<file path="config.mk">
export PLATFORM = sky130hd
export DESIGN_NAME = sprite_move_ctrl
export DESIGN_NICKNAME = d
export VERILOG_FILES = /design/src/rtl/sprite_move_ctrl.sv
export SDC_FILE = /design/constraint.sdc
export NUM_CORES = 1
export LEC_CHECK = 0
export ABC_AREA = 1
export BUFFER_PORTS_ARGS = -buffer_cell sky130_fd_sc_hd__buf_2
export CAP_MARGIN = 20
export CORE_AREA = 2 2 104 116
export CTS_BUF_LIST = sky130_fd_sc_hd__clkbuf_2
export DETAILED_ROUTE_END_ITERATION = 16
export DIE_AREA = 0 0 106 118
export GPL_ROUTABILITY_DRIVEN = 0
export PLACE_DENSITY = 0.77
export SLEW_MARGIN = 20
export SYNTH_ARGS = -nofsm -noshare
export SYNTH_HDL_FRONTEND = slang
export SYNTH_SLANG_ARGS = --single-unit
</file>
<file path="constraint.sdc">
create_clock -name clock -period 2.5 [get_ports clock]
set_clock_uncertainty 0.2 [all_clocks]
set_input_delay 0.5 -clock clock [delete_from_list [all_inputs] [get_ports clock]]
set_output_delay 0.5 -clock clock [all_outputs]
set_load 0.005 [all_outputs]
</file>
<file path="src/rtl/sprite_move_ctrl.sv">
// rtl/sprite_move_ctrl.sv - debounced direction keys move a sprite one step per frame during vsync
module sprite_move_ctrl #(
  parameter int DEB_CYCLES = 250000,
  parameter int STEP       = 2,
  parameter int X_MAX      = 639,
  parameter int Y_MAX      = 479,
  parameter int SPR_W      = 32,
  parameter int SPR_H      = 32,
  parameter int X_INIT     = 304,
  parameter int Y_INIT     = 224
) (
  input  logic       clock,
  input  logic       resetn,
  input  logic       up,
  input  logic       down,
  input  logic       left,
  input  logic       right,
  input  logic       vs,
  output logic [9:0] x_pos,
  output logic [9:0] y_pos,
  output logic [3:0] key_state,
  output logic       moving,
  output logic       frame_done
);

  localparam logic [10:0] X_LIM    = 11'(X_MAX - SPR_W + 1);
  localparam logic [10:0] Y_LIM    = 11'(Y_MAX - SPR_H + 1);
  localparam logic [10:0] STEP11   = 11'(STEP);
  localparam logic [17:0] DEB_LAST = 18'(DEB_CYCLES - 1);

  typedef enum logic [1:0] {WAIT, APPLY_X, APPLY_Y} state_t;

  state_t      state, state_d;
  logic [3:0]  key_s1, key_s2;
  logic        vs_s1, vs_s2, vs_prev;
  logic [17:0] deb_cnt [4];
  logic [3:0]  snap, snap_d;
  logic [9:0]  x_d, y_d;
  logic        x_moved, x_moved_d, moving_d, frame_done_d;
  logic        frame_start;

  assign frame_start = ~vs_s2 & vs_prev;

  // Saturating one-axis step; 11-bit math keeps both ends from wrapping.
  function automatic logic [9:0] axis_step(input logic [9:0] pos, input logic dec,
                                           input logic inc, input logic [10:0] lim);
    logic [10:0] p;
    logic [9:0]  r;
    p = {1'b0, pos};
    r = pos;
    if (dec && !inc)
      r = (p >= STEP11) ? 10'(p - STEP11) : 10'd0;
    else if (inc && !dec)
      r = (p + STEP11 > lim) ? lim[9:0] : 10'(p + STEP11);
    return r;
  endfunction

  always_ff @(posedge clock or negedge resetn) begin
    if (!resetn) begin
      key_s1  <= 4'hf;
      key_s2  <= 4'hf;
      vs_s1   <= 1'b1;
      vs_s2   <= 1'b1;
      vs_prev <= 1'b1;
    end else begin
      key_s1  <= {up, down, left, right};
      key_s2  <= key_s1;
      vs_s1   <= vs;
      vs_s2   <= vs_s1;
      vs_prev <= vs_s2;
    end
  end

  // key_state holds the accepted pressed flag; raw keys are active-low.
  always_ff @(posedge clock or negedge resetn) begin
    if (!resetn) begin
      key_state <= 4'h0;
      for (int i = 0; i < 4; i++) deb_cnt[i] <= '0;
    end else begin
      for (int i = 0; i < 4; i++) begin
        if (~key_s2[i] == key_state[i]) begin
          deb_cnt[i] <= '0;
        end else if (deb_cnt[i] == DEB_LAST) begin
          key_state[i] <= ~key_state[i];
          deb_cnt[i]   <= '0;
        end else begin
          deb_cnt[i] <= deb_cnt[i] + 18'd1;
        end
      end
    end
  end

  always_comb begin
    state_d      = state;
    snap_d       = snap;
    x_d          = x_pos;
    y_d          = y_pos;
    x_moved_d    = x_moved;
    moving_d     = moving;
    frame_done_d = 1'b0;
    case (state)
      WAIT: begin
        if (frame_start) begin
          snap_d  = key_state;
          state_d = APPLY_X;
        end
      end
      APPLY_X: begin
        x_d       = axis_step(x_pos, snap[1], snap[0], X_LIM);
        x_moved_d = (x_d != x_pos);
        state_d   = APPLY_Y;
      end
      APPLY_Y: begin
        y_d          = axis_step(y_pos, snap[3], snap[2], Y_LIM);
        moving_d     = x_moved | (y_d != y_pos);
        frame_done_d = 1'b1;
        state_d      = WAIT;
      end
      default: state_d = WAIT;
    endcase
  end

  always_ff @(posedge clock or negedge resetn) begin
    if (!resetn) begin
      state      <= WAIT;
      snap       <= 4'h0;
      x_pos      <= 10'(X_INIT);
      y_pos      <= 10'(Y_INIT);
      x_moved    <= 1'b0;
      moving     <= 1'b0;
      frame_done <= 1'b0;
    end else begin
      state      <= state_d;
      snap       <= snap_d;
      x_pos      <= x_d;
      y_pos      <= y_d;
      x_moved    <= x_moved_d;
      moving     <= moving_d;
      frame_done <= frame_done_d;
    end
  end

endmodule
</file>
==> flow_summary.ini <==
[status]
status = finished, final reports clean

[clock_tree]
cts_tree = done
cts_max_level = 4
clock_path_buffers = 2
cts_inserted_buffers = 17
cts_root_buffer = clkbuf_2
cts_sinks = 116
clkTransAtPathRegs_ns = 0.18
clk_latency_ns = 0.66

[finish]
nNetsFinal = 992
fin_area_mm2 = 0.00798
final_cell_count_no_fill = 1139
areaGrowthSynthToFinish_pct = 19.0
nFillCells = 944
drive_gt1_share_pct = 23.1

[global_routing]
grtUsageTotal_pct = 24.1
grt_pass1_vias = 5537
antenna_found_initial = 1
grt_pass1_wl_um = 24500
overflow = 0
grt_max_degree = 37

[synth]
postSynthNetCount = 890
netlist_instances = 873
synth-seq-cells = 116
synthesis.area_mm2 = 0.00671
synth_cell_types = 43
synth_warnings = 0
postSynthAreaPerCell_um2 = 7.68
synth_top_area_share_pct = 36.9
synth_top_cells_by_area = dfrtp_1 (37%), nand2_1 (8.5%), inv_1 (7.3%)
ys_seq_area_share_pct = 43.6
post-synth-top-area-cell = dfrtp_1

[sta]
rsz0062_at_grt = true
period_needed_ns = 2.39
maxSlewViolCount = 0
relSlewSlack_pct = 66.5
hold_viol = 0
finalSetupViolCount = 0
worstMarginPinSlew_ns = 0.497
fin_crit_sh_pct = 95.8
clock.fmax_ghz = 0.418
worst_slack_ns = 0.106

[place]
dpl.hpwl_um = 10300
post_dp_cell_area_mm2 = 0.00714
port_buffers = 32
dpl_worst_slack_ns = 0.0234
dp_cells = 1064

[floorplan]
start_util_pct = 59.2
ios = 33
coreArea_mm2 = 0.0113
rows = 41
dieArea_mm2 = 0.0125
die_y_um = 118
die_x_um = 106

[detailed_routing]
vias = 6101
drt_iter0_markers = 495
route.detailed.drc = 0
drtPass1Iterations = 7
drtAntennaViolNets = 0
wire_per_inst_um = 13.2
wl_um = 15000
vias_per_cell = 5.36

[critical_path]
worstPathMaxFanout = 3
worst-setup-path-type = reg -> reg
critPathArrivalTime_ns = 2.73
setup.worst_path.start_class = flop
worstPathRequired_ns = 2.83
endpoint_kind = flop

[power]
cellInternalPower_mw = 2.53
leakagePower_nw = 3.60
seq_power_share_pct = 58.4
vdd_drop_max_mv = 0.382
switchingPower_mw = 0.812
clock_power_share_pct = 36.2
swShare_pct = 24.3
power_density_mw_per_mm2 = 419
p_comb_share_pct = 5.3

[min_path]
worst_hold_path_type = in -> async

[job]
cap_violations = 0
## registers in the layout, summed over array words and instances, names as in the netlist, 2 cells and up
signal     flops
deb_cnt       72
x_pos         10
y_pos         10
key_s1         4
key_s2         4
key_state      4
snap           4
state          2
## kinds of logic (layout without fill, tap and decap cells)
logic type,Yosys count,count (layout),share of synthesized area (%)
simple gates,430,430,30.2
buf+inv,152,267,9.57
compound gates,131,131,10.3
flops,116,116,43.6
xor+xnor,33,33,4.31
fa+ha+maj,10,10,1.87
mux,1,1,0.168
other cells,0,1,0
## per-layer routing
metal | GRT usage [%] | vias to the layer above | wire length [µm]
li1 | - | 3064 | -
met1 | 31.3 | 2872 | 6660
met2 | 40.2 | 136 | 7420
met3 | 4.32 | 29 | 662
met4 | 9.13 | 0 | 284
met5 | 0 | - | 0
## per-stage QoR
stage	TNS, ns	hold slack [ns]	power (mW)	util (%)
after floorplan	0	0.00441	2.05	-
after global placement	0	0.146	2.13	63.0
after detailed placement	0	0.149	2.14	63.0
after CTS	0	0.0602	3.36	65.6
after global routing	-0.466	0.106	3.51	70.4
final	0	0.125	3.34	70.4
## placed cells by master (no fill, tap or decap), drive strengths merged, types with 2 or more instances in the layout
cell type / Yosys / final
o211ai: 3 / 3
ha: 10 / 10
dfrtp: 99 / 99
nor3: 36 / 36
buf: 6 / 93
dlygate4sd3: 0 / 6
inv: 132 / 132
o21ai: 64 / 64
nor3b: 10 / 10
nand2: 156 / 156
a211oi: 3 / 3
nor4: 14 / 14
and3: 2 / 2
nand3: 61 / 61
clkinv: 4 / 13
bufinv: 0 / 3
xor2: 21 / 21
clkbuf: 9 / 18
clkinvlp: 0 / 2
a21oi: 54 / 54
xnor2: 12 / 12
dfstp: 17 / 17
o21a: 4 / 4
nor2: 121 / 121
nand4: 28 / 28
## worst max-delay path: stages, from the launching register on
cell and delay, ns:
dfrtp_1 0.46, ha_4 0.18, nand3_4 0.09, nor2_4 0.13
nand2_2 0.08, nor3_2 0.22, nand2_1 0.13, nor2_2 0.14
inv_2 0.06, nor3_2 0.21, nand2_1 0.12, nor3_1 0.18
nor3_2 0.07
## power by group through the flow
stage | logic (mW) | registers, mW | clock network [mW]
global route | 0.206 | 1.96 | 1.35
floorplan | 0.0739 | 1.97 | 0
detailed placement | 0.156 | 1.98 | 0
CTS | 0.164 | 1.95 | 1.25
finish | 0.178 | 1.95 | 1.21
global placement | 0.154 | 1.98 | 0
## cells in the mapped netlist, drive strengths merged
cell type,number
nand2,156
clkinv,4
o21a,4
xnor2,12
nor2,121
nand4,28
nor3,36
o22ai,1
o211ai,3
buf,6
nor4,14
bufbuf,1
ha,10
mux2,1
nand3,61
a31oi,1
a21oi,54
clkbuf,9
dfrtp,99
nand3b,1
a211oi,3
and3,2
or2,1
inv,132
dfstp,17
nor3b,10
o21bai,1
o21ai,64
xor2,21
## final timing paths
check                                   end   startpoint  slack (ns)  depth (start not counted)
worst max-delay path            deb_cnt[34]  deb_cnt[18]        0.11                         12
max in group asynchronous             vs_s1       resetn        1.27                          3
min in group clock                key_s2[2]    key_s1[2]        0.17                          0
worst min register to register    key_s2[2]    key_s1[2]        0.17                          0
worst min-delay path               x_pos[9]       resetn        0.12                          2
worst max register to register  deb_cnt[34]  deb_cnt[18]        0.11                         12
## repair_timing
item                                   4_1_cts  5_1_grt
hold buffers                                 6        0
pin swaps                                    0       31
gates cloned                                 0        0
setup buffers                                0       36
endpoints found under the hold margin      105        0
gates resized for setup                      1       75
setup endpoints to repair                    2       15
## area by class of cell
cell class              instances  area, µm²  share of cell area [%]
clock inverters                14        143                    1.79
clock buffers                  18       90.1                    1.13
flip-flops and latches        116       2930                    36.8
multi-input cells             605       3410                    42.7
repair buffers                 99        706                    8.84
inverters                     136        510                    6.40
diodes                          1       2.50                  0.0314
well taps                     150        188                    2.35
Power figures use the tool's default switching activity.
